--- src/rtl/coherence_pkg.sv ---
// MSI coherence types and helpers shared by the dcache and its snoop responder.
// Holds the snoop FSM state type, MSI encoding helpers and address field slices.
package coherence_pkg;

  localparam int DC_TAG_W = 26;
  localparam int DC_IDX_W = 3;

  typedef enum logic [1:0] {IDLE, LOOKUP, XFER0, XFER1} snoop_state_t;

  typedef enum logic [1:0] {MSI_I = 2'd0, MSI_S = 2'd1, MSI_M = 2'd2} msi_t;

  // The tag array stores MSI as (valid, dirty); dirty implies Modified.
  function automatic msi_t msi_of(input logic valid, input logic dirty);
    if (!valid) return MSI_I;
    return dirty ? MSI_M : MSI_S;
  endfunction

  // Line state after a remote snoop: an invalidate always wins, otherwise M downgrades to S.
  function automatic msi_t snoop_next(input msi_t cur, input logic inv);
    if (inv) return MSI_I;
    if (cur == MSI_M) return MSI_S;
    return cur;
  endfunction

  function automatic logic [DC_TAG_W-1:0] addr_tag(input logic [31:0] a);
    return a[31 -: DC_TAG_W];
  endfunction

  function automatic logic [DC_IDX_W-1:0] addr_idx(input logic [31:0] a);
    return a[3 +: DC_IDX_W];
  endfunction

  function automatic logic addr_word(input logic [31:0] a);
    return a[2];
  endfunction

  function automatic logic [28:0] addr_blk(input logic [31:0] a);
    return a[31:3];
  endfunction

endpackage

--- src/rtl/snoop_tag_match.sv ---
// Parallel tag compare across all ways of one set; purely combinational.
// Reports hit, the dirty bit of the hit line, and the hit way.
module snoop_tag_match #(
  parameter int TAG_W = 26,
  parameter int WAYS  = 2,
  parameter int WAY_W = (WAYS > 1) ? $clog2(WAYS) : 1
) (
  input  logic [TAG_W-1:0]      tag,
  input  logic [WAYS*TAG_W-1:0] tags,
  input  logic [WAYS-1:0]       valid,
  input  logic [WAYS-1:0]       dirty,
  output logic                  hit,
  output logic                  hit_dirty,
  output logic [WAY_W-1:0]      hit_way
);

  // Walk from the highest way down so the lowest matching way is the one left standing.
  always_comb begin
    hit       = 1'b0;
    hit_dirty = 1'b0;
    hit_way   = '0;
    for (int w = WAYS - 1; w >= 0; w--) begin
      if (valid[w] && (tags[w*TAG_W +: TAG_W] == tag)) begin
        hit       = 1'b1;
        hit_dirty = dirty[w];
        hit_way   = WAY_W'(w);
      end
    end
  end

endmodule

--- src/rtl/dcache_snoop_responder.sv ---
// Dcache-side MSI snoop responder: tag lookup, Modified-line writeback sourcing,
// M->S downgrade / invalidate of the local tag array, and link register clearing.
module dcache_snoop_responder
  import coherence_pkg::*;
#(
  parameter int TAG_W = DC_TAG_W,
  parameter int IDX_W = DC_IDX_W,
  parameter int WAYS  = 2,
  localparam int WAY_W = (WAYS > 1) ? $clog2(WAYS) : 1
) (
  input  logic                  CLK,
  input  logic                  nRST,
  input  logic                  ccwait,
  input  logic                  ccinv,
  input  logic [31:0]           ccsnoopaddr,
  input  logic                  dwait,
  output logic                  cctrans,
  output logic [31:0]           snoop_dstore,
  output logic                  snoop_active,
  output logic [IDX_W-1:0]      snp_idx,
  input  logic [WAYS*TAG_W-1:0] snp_tag,
  input  logic [WAYS-1:0]       snp_valid,
  input  logic [WAYS-1:0]       snp_dirty,
  input  logic [WAYS*64-1:0]    snp_data,
  output logic                  upd_en,
  output logic [WAY_W-1:0]      upd_way,
  output logic [IDX_W-1:0]      upd_idx,
  output logic                  upd_valid,
  output logic                  upd_dirty,
  input  logic [31:0]           lr_addr,
  input  logic                  lr_valid,
  output logic                  lr_clear
);

  snoop_state_t     state, state_next;
  logic             inv_lat;
  logic [WAY_W-1:0] way_lat;
  logic [IDX_W-1:0] idx_lat;

  logic             hit, hit_dirty;
  logic [WAY_W-1:0] hit_way;
  msi_t             hit_state;
  logic             lr_match;
  logic [31:0]      word_sel;
  logic             unused_bits;

  assign snp_idx     = ccsnoopaddr[3 +: IDX_W];
  assign hit_state   = msi_of(hit, hit_dirty);
  assign lr_match    = lr_valid && (addr_blk(lr_addr) == addr_blk(ccsnoopaddr));
  assign unused_bits = ^{lr_addr[2:0], ccsnoopaddr[1:0]};

  snoop_tag_match #(
    .TAG_W (TAG_W),
    .WAYS  (WAYS),
    .WAY_W (WAY_W)
  ) u_match (
    .tag       (ccsnoopaddr[31 -: TAG_W]),
    .tags      (snp_tag),
    .valid     (snp_valid),
    .dirty     (snp_dirty),
    .hit       (hit),
    .hit_dirty (hit_dirty),
    .hit_way   (hit_way)
  );

  // The requester steps its address per word, so the word is picked live from ccsnoopaddr[2].
  always_comb begin
    word_sel = '0;
    for (int w = 0; w < WAYS; w++) begin
      for (int k = 0; k < 2; k++) begin
        if ((WAY_W'(w) == way_lat) && (1'(k) == addr_word(ccsnoopaddr)))
          word_sel = snp_data[(w*2+k)*32 +: 32];
      end
    end
  end

  always_ff @(posedge CLK) begin
    if (!nRST) begin
      state   <= IDLE;
      inv_lat <= 1'b0;
      way_lat <= '0;
      idx_lat <= '0;
    end else begin
      state <= state_next;
      if (state == LOOKUP) begin
        inv_lat <= ccinv;
        way_lat <= hit_way;
        idx_lat <= snp_idx;
      end
    end
  end

  always_comb begin
    state_next   = state;
    snoop_active = 1'b0;
    cctrans      = 1'b0;
    snoop_dstore = '0;
    upd_en       = 1'b0;
    upd_way      = '0;
    upd_idx      = '0;
    upd_valid    = 1'b0;
    upd_dirty    = 1'b0;
    lr_clear     = 1'b0;
    case (state)
      IDLE: begin
        if (ccwait) begin
          snoop_active = 1'b1;
          state_next   = LOOKUP;
        end
      end
      LOOKUP: begin
        snoop_active = 1'b1;
        cctrans      = (hit_state == MSI_M);
        if (hit_state == MSI_M) begin
          state_next = XFER0;
        end else begin
          state_next = IDLE;
          // A clean line can be invalidated right away; nothing has to be written back.
          if (hit_state == MSI_S && ccinv) begin
            upd_en    = 1'b1;
            upd_way   = hit_way;
            upd_idx   = snp_idx;
            upd_valid = 1'b0;
            lr_clear  = lr_match;
          end
        end
      end
      XFER0: begin
        snoop_active = 1'b1;
        cctrans      = 1'b1;
        snoop_dstore = word_sel;
        if (!dwait) state_next = XFER1;
      end
      XFER1: begin
        snoop_active = 1'b1;
        cctrans      = 1'b1;
        snoop_dstore = word_sel;
        if (!dwait) begin
          upd_en     = 1'b1;
          upd_way    = way_lat;
          upd_idx    = idx_lat;
          upd_valid  = (snoop_next(MSI_M, inv_lat) != MSI_I);
          lr_clear   = inv_lat && lr_match;
          state_next = IDLE;
        end
      end
      default: state_next = IDLE;
    endcase
  end

  // A new request while busy is a controller protocol error; the FSM ignores it.
  always_ff @(posedge CLK) begin
    if (nRST) begin
      assert (!(ccwait && state != IDLE))
      else $warning("snoop request while busy ignored");
    end
  end

endmodule

--- config.mk ---
export PLATFORM = sky130hd
export DESIGN_NAME = dcache_snoop_responder
export DESIGN_NICKNAME = d
export VERILOG_FILES = /design/src/rtl/coherence_pkg.sv /design/src/rtl/snoop_tag_match.sv /design/src/rtl/dcache_snoop_responder.sv
export SDC_FILE = /design/constraint.sdc
export NUM_CORES = 1
export LEC_CHECK = 0
export ABC_CLOCK_PERIOD_IN_PS = 2280
export CORE_AREA = 5 5 113 115
export DETAILED_ROUTE_END_ITERATION = 7
export DIE_AREA = 0 0 118 120
export MAX_ROUTING_LAYER = met4
export PLACE_DENSITY_LB_ADDON = 0.12
export SLEW_MARGIN = 30
export SYNTH_ARGS = -nofsm -noshare
export SYNTH_HDL_FRONTEND = slang
export SYNTH_SLANG_ARGS = --single-unit
--- constraint.sdc ---
create_clock -name CLK -period 2.28 [get_ports CLK]
set_input_delay 0.456 -clock CLK [delete_from_list [all_inputs] [get_ports CLK]]
set_output_delay 0.456 -clock CLK [all_outputs]
set_load 0.02 [all_outputs]
==> results of run 1 <==
## where the power goes
group / internal [mW] / switching (mW)
clock network: 0.233 / 0.0658
logic: 0.613 / 0.272
registers: 0.128 / 0.00283
total: 0.973 / 0.341
## how the worst min path moves through the flow
stage                          start          to  slack [ps]
after floorplan           idx_lat[0]  idx_lat[0]         480
after global placement    idx_lat[0]  idx_lat[0]         510
after detailed placement  idx_lat[0]  idx_lat[0]         520
after CTS                    way_lat     way_lat         530
after global routing         way_lat     way_lat         570
final                        way_lat     way_lat         530
## worst max-delay path: stages
cell     delay (ps)
buf_8           100
xnor2_4         150
nand4_1         180
or4_4           570
or4_4           550
nand3_4          80
buf_6           110
## metal layers
metal  GRT usage, %  vias up
li1               -     1661
met2           37.2      200
met3           3.77       13
met5              -        -
met4           3.58        0
met1           20.9     1610
## logic make-up after synthesis
logic type / after synthesis
XOR/XNOR: 81
AND/OR/NAND/NOR: 89
flip-flops: 7
AO/OA/AOI/OAI: 22
buffers and inverters: 26
other: 1
multiplexers: 36
## cell usage in the layout (no fill, tap or decap), drive strengths merged, types with 5 or more instances in the layout
cell type / n
and2: 33
buf: 108
clkbuf: 21
clkdlybuf4s15: 27
clkdlybuf4s50: 159
dfxtp: 7
dlygate4sd2: 41
dlymetal6s2s: 9
inv: 8
mux4: 32
nand2: 7
nand3: 5
nand4: 17
nor2: 5
nor3: 6
nor4: 6
o21ai: 7
xnor2: 65
xor2: 16
## layout make-up
class	instances	area, um^2	area share, %
Clock buffer	4	78.8	1.24
Sequential cell	7	140	2.20
Tap cell	147	184	2.89
Multi-Input combinational cell	229	2580	40.5
Timing Repair Buffer	361	3360	52.7
Inverter	8	30.0	0.471
## repair_timing
item | CTS | global route
pin swaps | 71 | 44
cloned | 0 | 2
gates resized for setup | 310 | 98
setup buffers | 4 | 5
endpoints found under the setup margin | 44 | 29
==> results.txt, run 1 <==
Status: complete, but fails checks
Failing checks: negative setup slack
GP Congestion: 0.865
Post-Route Setup TNS: -2340 ps
M1 WL: 5230 um
WP data required: 1820 ps
Post-Synth XOR/XNOR Area: 29.4%
Synth top area cells: mux4_2, xnor2_1, and2_1
CTS buffer count: 3
Cell depth of the worst flop-to-flop path: 5
Final Max Tran Viols: 0
R2r setup slk: 910 ps
Cells after Synth: 262
Final ANT Viol Nets: 0
Die Footprint: 14200 um^2
DRC: 0
Worst Setup SP: snp_tag[15]
Number of antenna violations at the first check in global routing: 0
Sequential area share after synthesis: 5.82%
Compound-cell area share of the yosys netlist: 6.33%
Peak VDD IR: 0.000197 V
Post-synth EDFFs: 0
# rows: 40
Fin crit share: 117%
CTS Buffer Depth: 2
Congestion Overflow GR: 0
Setup slack after layout: -382 ps
Layout area overhead: 164%
CP startpoint kind: input port
Vert. Die Dim: 120 um
Simple-gate share of the synthesized area: 21.8%
GRT Resource Usage Total: 19.5%
Die width: 118 um
Top-count cell post-synth: xnor2_1
Clock slew at reported path FFs: 30 ps
Top FF cell, synth: dfxtp_1
Cell Count, Final, Fillers Out: 756
Met3 routed WL: 919 um
Post-layout util: 54.4%
Mean Syn Cell Area: 9.20 um^2
Largest family of logic cells by synthesized area: multiplexers
Max layer used: met4
DRT Pass-1 Iters: 4
Initial DRC count: 128
Largest area contributor in the netlist: mux4_2
Placed cell areas: 5960 um^2
Fill cells: 1131
Final-report hold violation count: 0
Post-synth top area share: 29.9%
Vias per std cell: 4.61
Vias in the first global route: 3962
Critical Path AT: 2210 ps
Yosys cell types: 33
Area share of fa/ha/maj cells after synthesis: 0%
Leak pwr: 2.67 nW
Pre-CTS WS: -1310 ps
Largest net degree at the start of global routing: 36
Clk_skew: 1.59 ps
CTS sink count: 7
CTS H-tree lvls: 1
Share of cells above drive strength 1: 35.0%
Ant. Diodes: 0
IO Pins: 299
Most instantiated cells after synthesis: xnor2_1, and2_1, mux4_2
HP Class: reg -> reg
Yosys warnings: 0
Clk Latency, worst-skew pair: 230 ps
CTS Root Cell: clkbuf_16
Crit Path Class: in -> out
PnR Total Power: 1.31 mW
Setup crit end kind: primary output
Async set-reset flop share out of synthesis: 0%
Met2 wire length: 7860 um
CP max FO: 2
Port Buffers: 292
Hold Crit Depth: 2
TritonCTS clock tree: done
Worst flop-to-flop path endpoint: state[0]
HPWL Detailed: 12500 um
First-pass GRT wire length: 21400 um
WHS: 529 ps
CORE AREA: 11700 um^2
Starting density of the core: 20.6%
Via count: 3484
Routed length per placed instance: 18.8 um
Synthesized flop and latch total: 7
Nets: 864
PwrDens: 206 nW/um^2
Mapped Nets: 516
Synth Cell Area: 2410 um^2
Placed Cells incl. Taps: 742
Achievable Freq: 376 MHz
Max_cap viols: 0
Unrepaired setup endpoints after global routing: yes
Multiplexer area fraction after synthesis: 31.6%
Cts hold-fix bufs: 0
Design area: 6370 um^2
Drt total wl: 14200 um
Min cycle time layout: 2660 ps
Final Setup Violations: 7
Worst Setup EP: upd_en
Power figures use the tool's default switching activity.
==> run 2, diff against run 1 <==
- ABC_AREA: unset -> 1
- CORE_AREA: 5 5 113 115 -> unset
- CORE_ASPECT_RATIO: unset -> 0.75
- CORE_MARGIN: unset -> 5
- CORE_UTILIZATION: unset -> 28
- DIE_AREA: 0 0 118 120 -> unset
- SYNTH_HIERARCHICAL: unset -> 1
==> run 2 against run 1 <==
Effect of this change:
- fmax up 4.8%
- highest routed layer unchanged
- total power increased by 2.6%
- core utilization is 7.1 points higher
- synthesized cell count is 150% higher
- die area fell by 7.5%
- critical endpoint is now lr_clear
- non-clock buffer count down 5
- register-to-register slack got worse by 50 ps
- setup slack improved by 120 ps
- global-route usage rose by 5.9 points
- clock skew rose by 3.7 ps
- the run still ends with negative setup slack left
- largest cell class unchanged
- design area grew 4.0%
==> results.txt, run 2 <==
IO Pins: 299 (unchanged)
Placed Cells incl. Taps: 1108 (+49%)
Top-count cell post-synth: nand2_1
DRT Pass-1 Iters: 4 (unchanged)
Final-report hold violation count: 0 (unchanged)
Routed length per placed instance: 15.6 um (-17%)
Final Setup Violations: 7 (unchanged)
Vias in the first global route: 5144 (+30%)
Crit Path Class: in -> out
Compound-cell area share of the yosys netlist: 18.4% (+12 points)
CP cell instances: clkdlybuf4s15_1, inv_1, nand2_1, nand2_1, inv_2, nand2_2, nor2_4, nand2_2, nor2_4, nand2_2, nand3_2, nand2_2, nand3b_1, o22ai_1, nand3_1, nor2_2, buf_6
Largest family of logic cells by synthesized area: simple AND/OR/NAND/NOR gates
Yosys warnings: 6 (+6)
CTS sink count: 7 (unchanged)
Design area: 6630 um^2 (+4.0%)
Post-layout util: 61.5% (+7.1 points)
Unrepaired setup endpoints after global routing: yes
Worst Setup SP: snp_tag[15]
Sequential area share after synthesis: 4.60% (-1.2 points)
Failing checks: negative setup slack
Buf/Inv on CP: 4 (+2)
Synth top area cells: nand2_1, inv_1, nand3_1
Met3 Use GR: 3.83% (+0.060 points)
Die width: 131 um (+11%)
GRT Resource Usage Total: 25.4% (+5.9 points)
Yosys cell types: 35 (+6.1%)
CP max FO: 3 (+1)
Achievable Freq: 394 MHz (+4.8%)
Clk_skew: 5.28 ps (+3.68 ps)
CTS Root Cell: clkbuf_16
WP data required: 1820 ps (about the same)
Synth Cell Area: 3050 um^2 (+27%)
First-pass GRT wire length: 25700 um (+20%)
Fin crit share: 111% (-5.4 points)
Met2 Use GR: 43.2% (+6.0 points)
Via count: 5218 (+50%)
Final ANT Viol Nets: 0 (unchanged)
Top Usage Layer GRT: met2
# rows: 33 (-18%)
Clk Latency, worst-skew pair: 230 ps (about the same)
Port Buffers: 292 (unchanged)
CP max stage delay: 180 ps (-390 ps)
Area of the multi-input gates: 2470 um^2 (-4.2%)
Critical Path AT: 2080 ps (-130 ps)
WHS: 464 ps (-64.5 ps)
Cell Count, Final, Fillers Out: 1124 (+49%)
GP Congestion: 0.970 (+12%)
Cells after Synth: 645 (+150%)
Area share of fa/ha/maj cells after synthesis: 0% (unchanged)
Multiplexer area fraction after synthesis: 0% (-32 points)
Simple-gate share of the synthesized area: 46.6% (+25 points)
Drt total wl: 17600 um (+24%)
Async set-reset flop share out of synthesis: 0% (unchanged)
Congestion Overflow GR: 0 (unchanged)
Largest net degree at the start of global routing: 23 (-36%)
Synthesized flop and latch total: 7 (unchanged)
CORE AREA: 10800 um^2 (-8.0%)
Placed cell areas: 6460 um^2 (+8.4%)
FF/Latch Area: 141 um^2 (+0.89%)
Status: complete, but fails checks
Post-synth top area share: 28.9% (-0.98 points)
Post-synth EDFFs: 0 (unchanged)
Fill cells: 1099 (-2.8%)
Nets: 1235 (+43%)
Post-Synth XOR/XNOR Area: 6.89% (-23 points)
Die Footprint: 13100 um^2 (-7.5%)
Most frequent cells in the layout: nand2_1, clkdlybuf4s50_1, inv_1, buf_2, buf_4
Number of antenna violations at the first check in global routing: 4 (+4)
TritonCTS clock tree: done
DRC: 0 (unchanged)
Cell depth of the worst flop-to-flop path: 9 (+4)
Min cycle time layout: 2540 ps (-123 ps)
CTS Buffer Depth: 2 (unchanged)
Final Max Tran Viols: 0 (unchanged)
Vert. Die Dim: 100 um (-16%)
Slowest cell on crit path: clkdlybuf4s15_1
Top FF cell, synth: dfxtp_1
Mean Syn Cell Area: 4.73 um^2 (-49%)
CP most frequent cell: nand2_2
Layout area overhead: 117%
Clock slew at reported path FFs: 30 ps (about the same)
R2r setup slk: 860 ps (-50 ps)
CP startpoint kind: input port
Worst Setup EP: lr_clear
Crit. path cell count: 17 (+10)
Max_cap viols: 0 (unchanged)
CTS buffer count: 3 (unchanged)
Leading cell type in the layout, fill and taps excluded: nand2_1
Mapped Nets: 899 (+74%)
CTS H-tree lvls: 1 (unchanged)
Initial DRC count: 212 (+66%)
Leak pwr: 3.59 nW (+34%)
Pre-CTS WS: -1220 ps (+91.2 ps)
Vias per std cell: 4.64 (+0.74%)
HP Class: reg -> reg
Starting density of the core: 28.3% (+7.7 points)
Met1 usage: 31.9% (+11 points)
Setup slack after layout: -260 ps (+123 ps)
Most instantiated cells after synthesis: nand2_1, inv_1, nor2_1
PwrDens: 203 nW/um^2 (-1.4%)
Crit path max-delay family: simple AND/OR/NAND/NOR gates
Largest area contributor in the netlist: nand2_1
HPWL Detailed: 15000 um (+20%)
Peak VDD IR: 0.000195 V (-1.2%)
Share of cells above drive strength 1: 25.5% (-9.5 points)
Setup crit end kind: primary output
-- run 2: cell types whose count changed in the layout (fill, tap and decap cells not counted), sizes merged, moves of 18 or more --
cell and change:
a21oi +18, and2 -32, buf +43, dlygate4sd2 -27, inv +145, mux4 -32
nand2 +234, nand3 +40, nor2 +48, o211ai +18, o21ai +22, xnor2 -42
-- run 2: layout make-up --
cell class | count | share of cell area, %
Clock buffer | 4 | 1.19
Tap cell | 140 | 2.64
Multi-Input combinational cell | 460 | 37.3
Timing Repair Buffer | 356 | 47.9
Antenna cell | 4 | 0.151
Inverter | 153 | 8.70
Sequential cell | 7 | 2.13
-- run 2: worst register-to-register path, cell delays in order (launching register included) --
cell and delay (ps):
dfxtp_1 480, inv_2 80, nand2_2 100, inv_2 70, nand3_1 110, nand2_1 100, buf_4 140, buf_4 120
nand2_1 60, a31oi_1 40
-- run 2: metal layers --
| layer | wire length [um] | vias to the layer above | share of wire (%) |
|---|---|---|---|
| li1 | - | 2652 | - |
| met2 | 8430 | 204 | 48 |
| met1 | 7590 | 2332 | 43 |
| met4 | 354 | 0 | 2.0 |
| met3 | 1200 | 30 | 6.8 |
| met5 | 0 | - | 0 |
-- run 2: what timing repair did --
| item | in CTS | in global routing |
|---|---|---|
| endpoints found under the hold margin | 0 | 0 |
| gates cloned | 2 | 0 |
| buffers inserted | 6 | 1 |
| endpoints found under the setup margin | 41 | 39 |
| pin swaps | 99 | 28 |
| hold buffers | 0 | 0 |
| gates resized for setup | 454 | 101 |
-- run 2: worst min-delay path by stage --
stage	depth (start not counted)	slack (ps)	endpoint	startpoint
after floorplan	2	440	inv_lat	inv_lat
after global placement	2	450	idx_lat[2]	idx_lat[2]
after detailed placement	2	460	idx_lat[0]	idx_lat[0]
after CTS	2	460	idx_lat[0]	idx_lat[0]
after global routing	2	490	idx_lat[2]	idx_lat[2]
final	2	460	idx_lat[0]	idx_lat[0]
-- run 2: cells by family after synthesis --
logic type	Yosys count
and+or+nand+nor	346
buffers and inverters	178
AOI/OAI and AO/OA	89
xor gates and xnor gates	24
DFF	7
other	1
-- run 2: report_power, final --
group	switching (mW)	internal, mW	total [mW]
clock	0.0649	0.233	0.298
sequential	0.00341	0.129	0.133
combinational	0.361	0.556	0.917
total	0.430	0.917	1.35
-- run 2: per-stage QoR --
step,TNS [ps],power [mW]
after floorplan,-12.9,0.421
after global placement,-24920,1.01
after detailed placement,-25260,1.02
after CTS,-1300,1.33
after global routing,-2030,1.44
final,-1360,1.35
